### src/rtl/mem_arbiter.sv
// Round-robin arbiter sharing one physical memory port between the LC-3b
// instruction-fetch (I) and load/store (D) requesters.
module mem_arbiter #(
    parameter int unsigned ADDR_WIDTH = 16,
    parameter int unsigned DATA_WIDTH = 16,
    parameter int unsigned BE_WIDTH   = 2
) (
    input  logic                  clk,
    input  logic                  rst_n,

    input  logic                  i_read,
    input  logic                  i_write,
    input  logic [ADDR_WIDTH-1:0] i_address,
    input  logic [DATA_WIDTH-1:0] i_wdata,
    input  logic [BE_WIDTH-1:0]   i_byte_enable,
    output logic                  i_resp,
    output logic [DATA_WIDTH-1:0] i_rdata,

    input  logic                  d_read,
    input  logic                  d_write,
    input  logic [ADDR_WIDTH-1:0] d_address,
    input  logic [DATA_WIDTH-1:0] d_wdata,
    input  logic [BE_WIDTH-1:0]   d_byte_enable,
    output logic                  d_resp,
    output logic [DATA_WIDTH-1:0] d_rdata,

    output logic                  pmem_read,
    output logic                  pmem_write,
    output logic [ADDR_WIDTH-1:0] pmem_address,
    output logic [DATA_WIDTH-1:0] pmem_wdata,
    output logic [BE_WIDTH-1:0]   pmem_byte_enable,
    input  logic                  pmem_resp,
    input  logic [DATA_WIDTH-1:0] pmem_rdata,

    output logic                  busy
);

    typedef enum logic [1:0] {StIdle, StServeI, StServeD} state_e;

    state_e state_q, state_d;
    logic   last_grant_q, last_grant_d;  // 0 = I served last, 1 = D served last
    logic   req_i, req_d;
    logic   serve_i, serve_d;

    assign req_i   = i_read | i_write;
    assign req_d   = d_read | d_write;
    assign serve_i = (state_q == StServeI);
    assign serve_d = (state_q == StServeD);

    always_comb begin
        state_d      = state_q;
        last_grant_d = last_grant_q;
        unique case (state_q)
            StIdle: begin
                // On a tie, grant the port that was not served last.
                if (req_i && (!req_d || last_grant_q)) begin
                    state_d = StServeI;
                end else if (req_d) begin
                    state_d = StServeD;
                end
            end
            StServeI: begin
                if (pmem_resp) begin
                    state_d      = StIdle;
                    last_grant_d = 1'b0;
                end else if (!req_i) begin
                    state_d = StIdle;
                end
            end
            StServeD: begin
                if (pmem_resp) begin
                    state_d      = StIdle;
                    last_grant_d = 1'b1;
                end else if (!req_d) begin
                    state_d = StIdle;
                end
            end
            default: state_d = StIdle;
        endcase
    end

    always_ff @(posedge clk or negedge rst_n) begin
        if (!rst_n) begin
            state_q      <= StIdle;
            last_grant_q <= 1'b1;
        end else begin
            state_q      <= state_d;
            last_grant_q <= last_grant_d;
        end
    end

    // Write wins over read when a requester asserts both.
    always_comb begin
        pmem_write       = (serve_i & i_write) | (serve_d & d_write);
        pmem_read        = (serve_i & i_read & ~i_write) | (serve_d & d_read & ~d_write);
        pmem_address     = serve_d ? d_address     : i_address;
        pmem_wdata       = serve_d ? d_wdata       : i_wdata;
        pmem_byte_enable = serve_d ? d_byte_enable : i_byte_enable;
        i_resp           = serve_i & pmem_resp;
        d_resp           = serve_d & pmem_resp;
        i_rdata          = pmem_rdata;
        d_rdata          = pmem_rdata;
        busy             = serve_i | serve_d;
    end

endmodule

### config.mk
export PLATFORM = sky130hd
export DESIGN_NAME = mem_arbiter
export DESIGN_NICKNAME = d
export VERILOG_FILES = /design/src/rtl/mem_arbiter.sv
export SDC_FILE = /design/constraint.sdc
export NUM_CORES = 1
export LEC_CHECK = 0
export CAP_MARGIN = 10
export CORE_MARGIN = 2
export CORE_UTILIZATION = 21
export CTS_CLUSTER_SIZE = 40
export DETAILED_ROUTE_END_ITERATION = 12
export GPL_TIMING_DRIVEN = 0
export PLACE_DENSITY = 0.85
export SKIP_CTS_REPAIR_TIMING = 1
export SYNTH_ARGS = -nofsm -noshare
export SYNTH_HDL_FRONTEND = slang
export SYNTH_SLANG_ARGS = --single-unit
### constraint.sdc
create_clock -name clk -period 2.5 [get_ports clk]
set_clock_uncertainty 0.05 [all_clocks]
set_input_delay 0.625 -clock clk [delete_from_list [all_inputs] [get_ports clk]]
set_output_delay 0.625 -clock clk [all_outputs]
set_load 0.005 [all_outputs]
==> impl_metrics.yaml, run 1 <==
route:
  met1_length_um: 1570
  wl_met2_um: 2610
  viasPerCell: 4.18
  wl_met3_um: 361
  dr.first_iter.drc_count: 15
  routedWlPerCell_um: 14.3
  ant_nets: 0
  num_vias: 1330
  wirelength_um: 4560
  maxUsedRoutingLayer: "met4"
  drcViolationCount: 0
  firstDrtPassIters: 2
power_and_ir_drop:
  power_density_nw_per_um2: 545
  clock_power_share_pct: 9.4
  combPwrFrac_pct: 84.3
  p_leak_nw: 1.49
  p_int_w: 0.00106
  switching_share_pct: 30.6
  netSwitchingPower_w: 0.000465
  total_power_w: 0.00152
  vdd_drop_max_v: 0.000411
  seqPwrFrac_pct: 6.3
synth:
  synthMuxAreaShare_pct: 40.6
  synth.net_count: 192
  synth_cell_types: 25
  synth_area_per_cell_um2: 9.61
  yosysTopAreaCellShare_pct: 40.6
  synth-xor-area-share_pct: 0
  yosysWarnings: 0
  ys_ff_latch: 3
  synthSimpleGateAreaFrac_pct: 6.91
  yosysSeqAreaShare_pct: 8.10
  syn_inst: 98
  synth_top_family_by_area: "multiplexers"
  synth-adder-area-share_pct: 3.98
  synth_area_leaders: "mux2_1 41%, buf_4 25%, dfrtp_1 5.3%"
  synth_area_um2: 942
  synth_compound_area_share_pct: 9.16
  synth_top_area_cell: "mux2_1"
finish:
  fin_util_pct: 64.5
  fill_cells: 362
  area_growth_pct: 196
  num_antenna_cells: 0
  layout_commonest_cell: "clkdlybuf4s50_1"
  fin_nets: 361
  final_cell_mix: "106 x clkdlybuf4s50_1, 49 x buf_4, 37 x dlymetal6s2s_1"
  drive_gt1_share_pct: 26.7
timing:
  max_slew.worst_pin.slew_ns: 0.264
  hold_viol: 0
  setup-tns-final_ns: 0
  final.min_clock_period_ns: 2.45
  fin_crit_sh_pct: 97.9
  fin_ws_ns: 0.0513
  slew_headroom_pct: 82.3
  setup_violations: 0
  fmax_mhz: 408
  slew_violations: 0
grt:
  track_usage_pct: 15.2
  grt_pass1_vias: 1276
  overflow: 0
  grt_max_degree: 11
  grt_pass1_wl_um: 6180
  antenna_found_initial: 0
worst_setup_path:
  start_kind: "register"
  cp.required_ns: 1.82
  crit_fanout: 9
  endpoint_kind: "output pin"
  crit_arrival_ns: 1.77
  critical_path_class: "reg2out"
placed_design:
  post-place-ws_ns: -0.122
  numPortBuffers: 145
  dp_hpwl_um: 3610
  place_congestion: 0.739
die:
  pin_count: 162
  coreArea_um2: 4320
  die_w_um: 71.0
  start_util_pct: 21.8
  die_h_um: 71.0
  num_rows: 24
  dieArea_um2: 5040
min_path:
  worstHoldPathType: "reg2reg"
cts:
  cts.reportedPaths.clkPinSlew_ns: 0.03
  cts_max_level: 1
  cts-root-buf: "clkbuf_8"
  cts-buffers-inserted: 3
  clkSinkCount: 3
  cts_tree: "yes"
  insertion_delay_ns: 0.22
  cts_buffer_depth: 2
job:
  maxCapViolations: 0
outcome:
  status: "complete, no violations"
-- sequential cells by signal, indices dropped and copies added, names as in the netlist --
register      cells
state_q           2
last_grant_q      1
-- per-stage QoR --
stage	hold slack [ns]	instances	cell area [um2]
after global routing	0.478	318	2790
final	0.463	318	2790
after floorplan	0.279	98	942
after CTS	0.469	299	2500
after detailed placement	0.465	295	2460
after global placement	0.463	295	2460
-- worst paths after layout --
kind	cells past startpoint	start	end	slack, ns
setup / recovery	8	state_q[0]	pmem_wdata[11]	0.05
hold / removal	1	last_grant_q	last_grant_q	0.46
setup reg to reg	6	state_q[1]	state_q[0]	0.94
hold reg to reg	1	last_grant_q	last_grant_q	0.46
max in group asynchronous	1	rst_n	last_grant_q	1.65
min in group asynchronous	1	rst_n	state_q[0]	0.54
-- final cells by class --
class	instances	area (um2)	area share, %
repair buffers	164	1700	60.9
multi-input cells	55	588	21.1
plain buffers	36	300	10.8
flip-flops and latches	3	76.3	2.74
well taps	52	65.1	2.33
clock buffers	4	45.0	1.62
inverters	4	15.0	0.539
-- power groups by stage --
| stage | clock network [W] | registers [W] | logic (W) |
|---|---|---|---|
| 3_5_place_dp | 0 | 0.0000926 | 0.00108 |
| 5_1_grt | 0.000154 | 0.0000983 | 0.00137 |
| 2_1_floorplan | 0 | 0.0000879 | 0.000496 |
| 3_3_place_gp | 0 | 0.0000912 | 0.00107 |
| 4_1_cts | 0.000150 | 0.0000920 | 0.00108 |
| 6_report | 0.000143 | 0.0000958 | 0.00128 |
-- synth_stat cells --
master,number
mux2_1,34
and2_1,1
nand2b_4,1
o21ai_2,1
nand3_1,1
inv_1,3
buf_2,1
buf_4,32
buf_6,3
o22a_1,1
inv_2,1
nand3b_1,1
a22o_1,1
or2b_1,1
o211ai_2,1
dfstp_2,1
ha_1,3
a21o_1,1
nor2_1,2
o21ai_1,1
o32a_4,1
a22oi_2,1
nand3_2,1
nand2_1,2
dfrtp_1,2
-- logic make-up (layout without fill, tap and decap cells) --
| kind of cell | after synthesis | after routing |
|---|---|---|
| flops | 3 | 3 |
| buf+inv | 40 | 208 |
| mux | 34 | 34 |
| fa+ha+maj | 3 | 3 |
| simple gates | 10 | 10 |
| compound gates | 8 | 8 |
-- critical path, cell delays in order, from the launching register on --
cell      delay, ns
dfrtp_1        0.38
inv_2          0.07
ha_4           0.16
buf_8          0.14
buf_8          0.14
buf_4          0.13
buf_4          0.12
mux2_1         0.30
clkbuf_2       0.12
-- layer usage --
layer	global-route usage [%]	vias up
met1	16.2	616
li1	-	644
met2	30.1	68
met5	0	-
met3	2.99	2
met4	3.77	0
No activity file was read; power rests on OpenSTA's default activity.
==> run 2, diff against run 1 <==
- CTS_CLUSTER_DIAMETER: default -> 30
==> results of run 2 <==
Same layout as run 1: the final DEF is identical, and so are final timing and power.
